===== src/rtl/mem_arb_pkg.sv =====
// +--------------------------------------------------------------------------+
// | mem_arb_pkg : shared types and constants for the memory port arbiter     |
// | Rev 1.0                                                                   |
// +--------------------------------------------------------------------------+
`default_nettype none

package mem_arb_pkg;

  localparam int ADDR_W = 32;
  localparam int DATA_W = 32;

  localparam logic [DATA_W-1:0] ERR_DATA_DEFAULT = 32'hDEAD_BEEF;

  typedef enum logic [1:0] {
    ST_IDLE  = 2'd0,
    ST_WRITE = 2'd1,
    ST_READ  = 2'd2,
    ST_RESP  = 2'd3
  } state_t;

endpackage

`default_nettype wire


===== src/rtl/rr_picker.sv =====
// +--------------------------------------------------------------------------+
// | rr_picker : combinational round-robin selector (first request at or      |
// |             after the pointer, wrapping modulo N)                        |
// | Rev 1.0                                                                   |
// +--------------------------------------------------------------------------+
`default_nettype none

module rr_picker #(
  parameter int N     = 2,
  parameter int PTR_W = 1
) (
  input  logic [N-1:0]     i_req,
  input  logic [PTR_W-1:0] i_ptr,
  output logic [N-1:0]     o_grant,
  output logic [PTR_W-1:0] o_idx,
  output logic             o_found
);

  logic [PTR_W-1:0] w_pos;

  function automatic logic [PTR_W-1:0] f_wrap(input logic [PTR_W-1:0] p, input int k);
    int s;
    s = int'(p) + k;
    if (s >= N) s = s - N;
    return PTR_W'(s);
  endfunction

  // Scan from farthest to nearest so the nearest hit to the pointer is the one kept.
  always_comb begin
    o_grant = '0;
    o_idx   = '0;
    o_found = 1'b0;
    w_pos   = '0;
    for (int k = N - 1; k >= 0; k--) begin
      w_pos = f_wrap(i_ptr, k);
      if (i_req[w_pos]) begin
        o_grant        = '0;
        o_grant[w_pos] = 1'b1;
        o_idx          = w_pos;
        o_found        = 1'b1;
      end
    end
  end

endmodule

`default_nettype wire


===== src/rtl/mem_port_arbiter.sv =====
// +--------------------------------------------------------------------------+
// | mem_port_arbiter : round-robin sharing of one memory between NUM_REQ     |
// |                    requesters, one access in flight, stall watchdog      |
// | Rev 1.0                                                                   |
// +--------------------------------------------------------------------------+
`default_nettype none

module mem_port_arbiter
  import mem_arb_pkg::*;
#(
  parameter int                NUM_REQ  = 2,
  parameter int                TIMEOUT  = 1024,
  parameter logic [DATA_W-1:0] ERR_DATA = ERR_DATA_DEFAULT
) (
  input  logic                      clk,
  input  logic                      reset,
  input  logic [NUM_REQ-1:0]        req_valid,
  input  logic [NUM_REQ-1:0]        req_write,
  input  logic [NUM_REQ*ADDR_W-1:0] req_addr,
  input  logic [NUM_REQ*DATA_W-1:0] req_data,
  output logic [NUM_REQ-1:0]        req_ready,
  output logic [NUM_REQ-1:0]        rsp_valid,
  output logic [DATA_W-1:0]         rsp_data,
  output logic                      rsp_err,
  input  logic [NUM_REQ-1:0]        rsp_ready,
  output logic [ADDR_W-1:0]         mem_in_addr,
  output logic [DATA_W-1:0]         mem_in_data,
  output logic                      mem_in_valid,
  input  logic                      mem_in_ready,
  output logic [ADDR_W-1:0]         mem_out_addr,
  output logic                      mem_out_valid,
  input  logic [DATA_W-1:0]         mem_out_data,
  input  logic                      mem_out_ready,
  output logic                      busy
);

  localparam int c_ptr_w = $clog2(NUM_REQ);
  localparam int c_tmr_w = (TIMEOUT > 0) ? $clog2(TIMEOUT + 1) : 1;
  localparam logic [c_tmr_w-1:0] c_tmo_last = (TIMEOUT > 0) ? c_tmr_w'(TIMEOUT - 1) : '0;
  localparam logic [c_ptr_w-1:0] c_last_req = c_ptr_w'(NUM_REQ - 1);

  state_t               r_state;
  logic [c_ptr_w-1:0]   r_rr_ptr;
  logic [c_ptr_w-1:0]   r_gnt;
  logic [c_tmr_w-1:0]   r_timer;
  logic [ADDR_W-1:0]    r_addr;
  logic [DATA_W-1:0]    r_data;
  logic [DATA_W-1:0]    r_rsp_data;
  logic                 r_rsp_err;

  logic [NUM_REQ-1:0]   w_grant;
  logic [c_ptr_w-1:0]   w_idx;
  logic                 w_found;
  logic                 w_mem_ready;
  logic                 w_expire;

  rr_picker #(
    .N     (NUM_REQ),
    .PTR_W (c_ptr_w)
  ) u_picker (
    .i_req   (req_valid),
    .i_ptr   (r_rr_ptr),
    .o_grant (w_grant),
    .o_idx   (w_idx),
    .o_found (w_found)
  );

  assign w_mem_ready = (r_state == ST_WRITE) ? mem_in_ready : mem_out_ready;
  assign w_expire    = (TIMEOUT > 0) && (r_timer == c_tmo_last);

  always_ff @(posedge clk or negedge reset) begin
    if (!reset) begin
      r_state    <= ST_IDLE;
      r_rr_ptr   <= '0;
      r_gnt      <= '0;
      r_timer    <= '0;
      r_addr     <= '0;
      r_data     <= '0;
      r_rsp_data <= '0;
      r_rsp_err  <= 1'b0;
    end else begin
      case (r_state)
        ST_IDLE: begin
          if (w_found) begin
            r_gnt   <= w_idx;
            r_addr  <= req_addr[w_idx*ADDR_W +: ADDR_W];
            r_data  <= req_data[w_idx*DATA_W +: DATA_W];
            r_timer <= '0;
            r_state <= req_write[w_idx] ? ST_WRITE : ST_READ;
          end
        end
        ST_WRITE, ST_READ: begin
          // A ready in the final watchdog cycle still completes normally.
          if (w_mem_ready) begin
            r_rsp_data <= (r_state == ST_READ) ? mem_out_data : '0;
            r_rsp_err  <= 1'b0;
            r_state    <= ST_RESP;
          end else if (w_expire) begin
            r_rsp_data <= (r_state == ST_READ) ? ERR_DATA : '0;
            r_rsp_err  <= 1'b1;
            r_state    <= ST_RESP;
          end else if (r_timer != '1) begin
            r_timer <= r_timer + 1'b1;
          end
        end
        ST_RESP: begin
          if (rsp_ready[r_gnt]) begin
            r_state  <= ST_IDLE;
            r_timer  <= '0;
            r_rr_ptr <= (r_gnt == c_last_req) ? '0 : r_gnt + 1'b1;
          end
        end
        default: r_state <= ST_IDLE;
      endcase
    end
  end

  // Gating with reset keeps the accept pulse low while reset is held.
  assign req_ready     = (r_state == ST_IDLE && reset) ? w_grant : '0;
  assign rsp_valid     = (r_state == ST_RESP) ? (NUM_REQ'(1) << r_gnt) : '0;
  assign rsp_data      = r_rsp_data;
  assign rsp_err       = r_rsp_err;
  assign mem_in_valid  = (r_state == ST_WRITE);
  assign mem_in_addr   = r_addr;
  assign mem_in_data   = r_data;
  assign mem_out_valid = (r_state == ST_READ);
  assign mem_out_addr  = r_addr;
  assign busy          = (r_state != ST_IDLE);

endmodule

`default_nettype wire


===== config.mk =====
export PLATFORM = sky130hd
export DESIGN_NAME = mem_port_arbiter
export DESIGN_NICKNAME = d
export VERILOG_FILES = /design/src/rtl/mem_arb_pkg.sv /design/src/rtl/rr_picker.sv /design/src/rtl/mem_port_arbiter.sv
export SDC_FILE = /design/constraint.sdc
export NUM_CORES = 1
export LEC_CHECK = 0
export CAP_MARGIN = 20
export CORE_AREA = 2 2 132 108
export CTS_BUF_LIST = sky130_fd_sc_hd__clkbuf_16
export DETAILED_ROUTE_END_ITERATION = 10
export DIE_AREA = 0 0 134 110
export GPL_TIMING_DRIVEN = 0
export PLACE_DENSITY = 0.95
export SYNTH_ARGS = -nofsm -noshare
export SYNTH_HDL_FRONTEND = slang
export SYNTH_HIERARCHICAL = 1
export SYNTH_SLANG_ARGS = --single-unit

===== constraint.sdc =====
create_clock -name clk -period 4.4 [get_ports clk]
set_input_delay 0.44 -clock clk [delete_from_list [all_inputs] [get_ports clk]]
set_output_delay 0.44 -clock clk [all_outputs]
set_load 0.01 [all_outputs]

==> results.yml, run 1 <==
outcome:
  outcome: "completed"
detailed_routing:
  initialDrtViolationCount: 183
  num_vias: 5241
  via_per_inst: 4.98
  dr.pass1.iters: 4
  wl_um: 18000
  drcViolationCount: 0
  wl_per_cell_um: 17.1
  drtAntennaViolNets: 0
timing:
  slew_viol_final: 0
  fin_worst_skew_ns: 0.00806
  rsz0062_at_grt: "no"
  fin_crit_ns: 2.41
  final.setup.tns_ns: 0
  fin_ws_ns: 1.99
  setup_viol: 0
  hold_viol: 0
  fin_crit_sh_pct: 54.9
  relSlewSlack_pct: 63.0
  max_slew.worst_pin.slew_ns: 0.555
  timing.hold.ws_ns: 0.00661
  timing.fmax_mhz: 414
grt:
  antenna_found_initial: 1
  grt_pass1_vias: 5173
  grtUsageTotal_pct: 23.8
  grt_overflow: 0
  grt_max_degree: 70
  grt_pass1_wl_um: 27100
synth:
  synth_top_cells_by_area: "dfrtp_1 (50%), mux2i_1 (16%), a21oi_1 (6.1%)"
  syn_area_um2: 5660
  yosysUniqueCellTypes: 43
  yosysWarningCount: 6
  synth_area_leader_cell: "dfrtp_1"
  syn_inst: 549
  syn_nets: 725
  syn_avg_cell_area_um2: 10.3
  synth-seq-cells: 112
  synth_top_cell_area_share_pct: 49.5
  yosysSeqAreaShare_pct: 49.5
clock_tree:
  clock-sinks: 112
  cts_tree: "built"
  clk_path_buf_depth: 2
  path_clk_slew_ns: 0.08
  cts_inserted_buffers: 9
  hold_buffers: 0
  cts_setup_buffers: 0
  clock_latency_ns: 0.34
  clockRootBuffer: "clkbuf_16"
  cts_resized: 0
  htreeDepth: 3
floorplan:
  ios: 306
  rows: 38
  die_h_um: 110
  die-area_um2: 14700
  initial_core_util_pct: 42.4
  die-width_um: 134
  core-area_um2: 13400
place:
  pre_cts_ws_ns: 1.79
  portBuffers: 305
  gp_congestion: 0.789
  hpwl_um: 14200
finish:
  layout-drive-gt1-share_pct: 8.50
  layout_commonest_cell: "clkdlybuf4s50_1"
  nFillCells: 986
  area_delta_synth_final_pct: 63.8
  final_cell_mix: "clkdlybuf4s50_1 (304), dfrtp_1 (112), mux2i_1 (93), nor2_1 (70), a21oi_1 (69)"
  final_nets: 1042
setup_path:
  startpoint_type: "input port"
  crit_type: "input port to primary output"
  worstPathRequired_ns: 3.96
  end_kind: "primary output"
  cp_data_arrival_time_ns: 1.97
  path_max_fanout: 3
power:
  leakagePower_uw: 0.00405
  peakVddDrop_mv: 0.337
  p_per_area_nw_per_um2: 633
job:
  maxCapViolations: 0
worst_hold_path:
  hold_path.class: "input port to asynchronous set/reset pin"
[worst max-delay path: stages]
cell and delay (ns):
clkdlybuf4s50_1 0.49, a21boi_1 0.20, buf_4 0.13, and3_1 0.15, clkdlybuf4s50_1 0.57
[Yosys cell counts, drive strengths merged]
library cell  instances
a22o                  8
a21oi                70
a2111oi               1
buf                  49
o21a                  1
dfrtp               112
o211ai                3
o31ai                 2
o41ai                 2
a2111o                2
o21ai                28
or2                   1
o21ba                 1
clkinv                1
or4                   2
nor2                 70
nand2b                5
nand3                 5
mux2i                94
ha                    6
a21boi                2
nand4                 2
clkbuf               17
mux2                  6
nor4                  4
o22ai                 1
nand2                14
or4b                  1
and2                  3
inv                  32
and3                  3
and4                  1
[cells by family after synthesis]
group | Yosys count | share of synthesized area (%)
fa+ha+maj | 6 | 1.33
flops | 112 | 49.5
buf+inv | 99 | 9.33
mux | 100 | 18.0
simple gates | 111 | 9.13
compound gates | 121 | 12.7
[routing by layer]
metal	vias up	global-route usage, %	routed length [µm]	part of all wire, %
met5	-	0	0	0
met4	0	7.29	374	2.1
met3	23	6.08	1060	5.9
met2	190	43.6	9590	53
met1	2533	27.6	6960	39
li1	2495	-	-	-
[where the power goes]
| group | internal [µW] | switching (µW) | leakage, µW |
|---|---|---|---|
| Sequential | 1450 | 303 | 0.00134 |
| Combinational | 1770 | 1500 | 0.00256 |
| Clock | 449 | 390 | 0.000150 |
[sequential cells by signal, summed over array words and instances, names as in the netlist]
name	flops
r_gnt	1
mem_in_addr	32
r_rr_ptr	1
mem_in_data	32
rsp_err	1
rsp_data	32
r_timer	11
r_state	2
[area by class of cell]
type	instances	area [µm²]	area share (%)
sequential	112	2800	30.2
tap	180	225	2.43
clock buffer	9	225	2.43
antenna	1	2.50	0.0270
multi-input combinational	338	2330	25.1
timing repair buffer	306	3080	33.2
buffer	66	404	4.36
inverter	33	124	1.34
clock inverter	7	76.3	0.823
[final timing paths]
kind                            slack [ns]                      from                     endpoint  depth (start not counted)
worst max-delay path                  1.99              req_valid[1]                 req_ready[1]                          5
worst min-delay path                 0.007                     reset      r_timer[10]$_DFFE_PN0P_                          1
worst max register to register        2.13    r_state[1]$_DFFE_PN0P_       r_timer[9]$_DFFE_PN0P_                          6
worst min register to register        0.51  rsp_data[17]$_DFFE_PN0P_     rsp_data[17]$_DFFE_PN0P_                          1
max in group asynchronous             3.70                     reset  mem_in_data[11]$_DFFE_PN0P_                          2
min in group clk                      0.51  rsp_data[17]$_DFFE_PN0P_     rsp_data[17]$_DFFE_PN0P_                          1
[stage by stage]
stage | power [µW] | cell area, µm² | std cells | utilization (%)
floorplan | 3370 | 5660 | 549 | -
global placement | 4930 | 8940 | 1034 | 66.9
detailed placement | 5060 | 8970 | 1035 | 67.1
CTS | 5920 | 9270 | 1051 | 69.4
global route | 6230 | 9270 | 1052 | 69.4
finish | 5870 | 9270 | 1052 | 69.4
Power figures use the tool's default switching activity.
==> run 2, diff against run 1 <==
Settings changed: CORE_AREA 2 2 132 108 to 2 2 136 112, DIE_AREA 0 0 134 110 to 0 0 138 114, PLACE_DENSITY 0.95 to 0.9.
Clock period 4.4 ns to 2.28 ns, I/O delays scaled along.
==> results.yml, run 2 (same netlist as run 1, synthesis figures left out) <==
place:
  portBuffers: 305
  hpwl_um: 14100
  gp_congestion: 0.834
  postPlaceCellArea_um2: 8980
power:
  leakagePower_uw: 0.00405
  peakVddDrop_mv: 0.715
  p_per_area_nw_per_um2: 1200
setup_path:
  r2r-start: "r_state[0]$_DFFE_PN0P_"
  crit_start: "reset"
  worstPathRequired_ns: 2.05
  cp_data_arrival_time_ns: 1.88
  startpoint_type: "input port"
  end_kind: "primary output"
  path_max_fanout: 38
  crit_type: "input port to primary output"
clock_tree:
  cts_tree: "built"
  path_clk_slew_ns: 0.07
  htreeDepth: 3
  clockRootBuffer: "clkbuf_16"
  clock-sinks: 112
  cts_inserted_buffers: 9
  clk_path_buf_depth: 2
  clock_latency_ns: 0.34
floorplan:
  die-width_um: 138
  die_h_um: 114
  core-area_um2: 14500
  rows: 40
  initial_core_util_pct: 39.0
  ios: 306
  die-area_um2: 15700
timing:
  setup_viol: 0
  fin_worst_skew_ns: 0.00674
  slew_viol_final: 0
  fin_crit_sh_pct: 92.6
  rsz0062_at_grt: "no"
  hold_viol: 0
  fin_crit_ns: 2.11
  timing.fmax_mhz: 474
  relSlewSlack_pct: 65.5
  max_slew.worst_pin.slew_ns: 0.515
detailed_routing:
  drtAntennaViolNets: 0
  initialDrtViolationCount: 253
  drcViolationCount: 0
  num_vias: 5219
  dr.pass1.iters: 4
  wl_per_cell_um: 16.6
  wl_um: 17600
  via_per_inst: 4.91
job:
  maxCapViolations: 0
finish:
  area_delta_synth_final_pct: 64.0
  layout-drive-gt1-share_pct: 9.05
  final_nets: 1045
  final_cell_mix: "clkdlybuf4s50_1 (304), dfrtp_1 (112), mux2i_1 (93), nor2_1 (70), a21oi_1 (69)"
  layout_commonest_cell: "clkdlybuf4s50_1"
  nFillCells: 1154
  finish.instance_area_um2: 9280
  n_antenna_cell: 0
  utilization_pct: 64.0
grt:
  grt_overflow: 0
  grt_pass1_vias: 5081
  grt_pass1_wl_um: 26700
  antenna_found_initial: 0
  grt_max_degree: 78
  grtUsageTotal_pct: 21.5
worst_hold_path:
  hold_path.class: "input port to asynchronous set/reset pin"
outcome:
  outcome: "completed"
==> run 2: path summary, 6_finish.rpt <==
path | cells past startpoint | slack (ns) | to
min in group clk | 2 | 0.47 | rsp_data[22]$_DFFE_PN0P_
worst max-delay path | 4 | 0.17 | req_ready[0]
worst min register to register | 1 | 0.52 | rsp_data[4]$_DFFE_PN0P_
max in group asynchronous | 3 | 1.23 | mem_in_addr[20]$_DFFE_PN0P_
worst min-delay path | 2 | 0.34 | r_timer[10]$_DFFE_PN0P_
worst max register to register | 6 | 0.18 | r_timer[0]$_DFFE_PN0P_
==> run 2: area by class of cell <==
cell class,count,area (µm²),area share (%)
well taps,189,236,2.55
clock buffers,9,225,2.43
inverters,33,124,1.33
repair buffers,309,3110,33.5
plain buffers,66,407,4.38
flip-flops and latches,112,2800,30.2
multi-input cells,338,2340,25.2
clock inverters,6,46.3,0.499
==> run 2: per-stage QoR <==
stage / worst slack (ns) / cells / power, µW / TNS (ns) / hold WS (ns)
final: 0.169 / 1062 / 11200 / 0 / 0.343
after global routing: 0.00657 / 1062 / 11900 / 0 / 0.363
after CTS: 0.0571 / 1062 / 11300 / 0 / 0.339
after detailed placement: -0.120 / 1044 / 9730 / -1.36 / 0.158
after global placement: -3.51 / 1043 / 9510 / -389.70 / 0.497
after floorplan: 0.292 / 549 / 6510 / 0 / -0.0676
==> run 2: timing repair <==
item | in CTS | in global routing
setup buffers | 2 | 0
hold buffers | 1 | 0
resized for setup | 1 | 4
hold endpoints to repair | 35 | 0
endpoints found under the setup margin | 2 | 23
==> run 2: worst max-delay path: stages <==
cell and delay [ns]:
dlygate4sd3_1 0.54, buf_6 0.33, and3_1 0.22, clkdlybuf4s50_1 0.54
==> run 2: where the power goes <==
part | switching (µW) | internal, µW
clock network | 731 | 744
registers | 562 | 2800
logic | 2880 | 3440
total | 4170 | 6980
==> run 2: per-layer routing <==
layer  wire length (µm)  part of all wire [%]  vias up  track usage (%)
met5                  0                     0        -                0
met4                433                   2.5        0             6.05
met3               1030                   5.9       31             5.67
met2               9190                    52      201             38.8
met1               6930                    39     2489             25.4
li1                   -                     -     2498                -
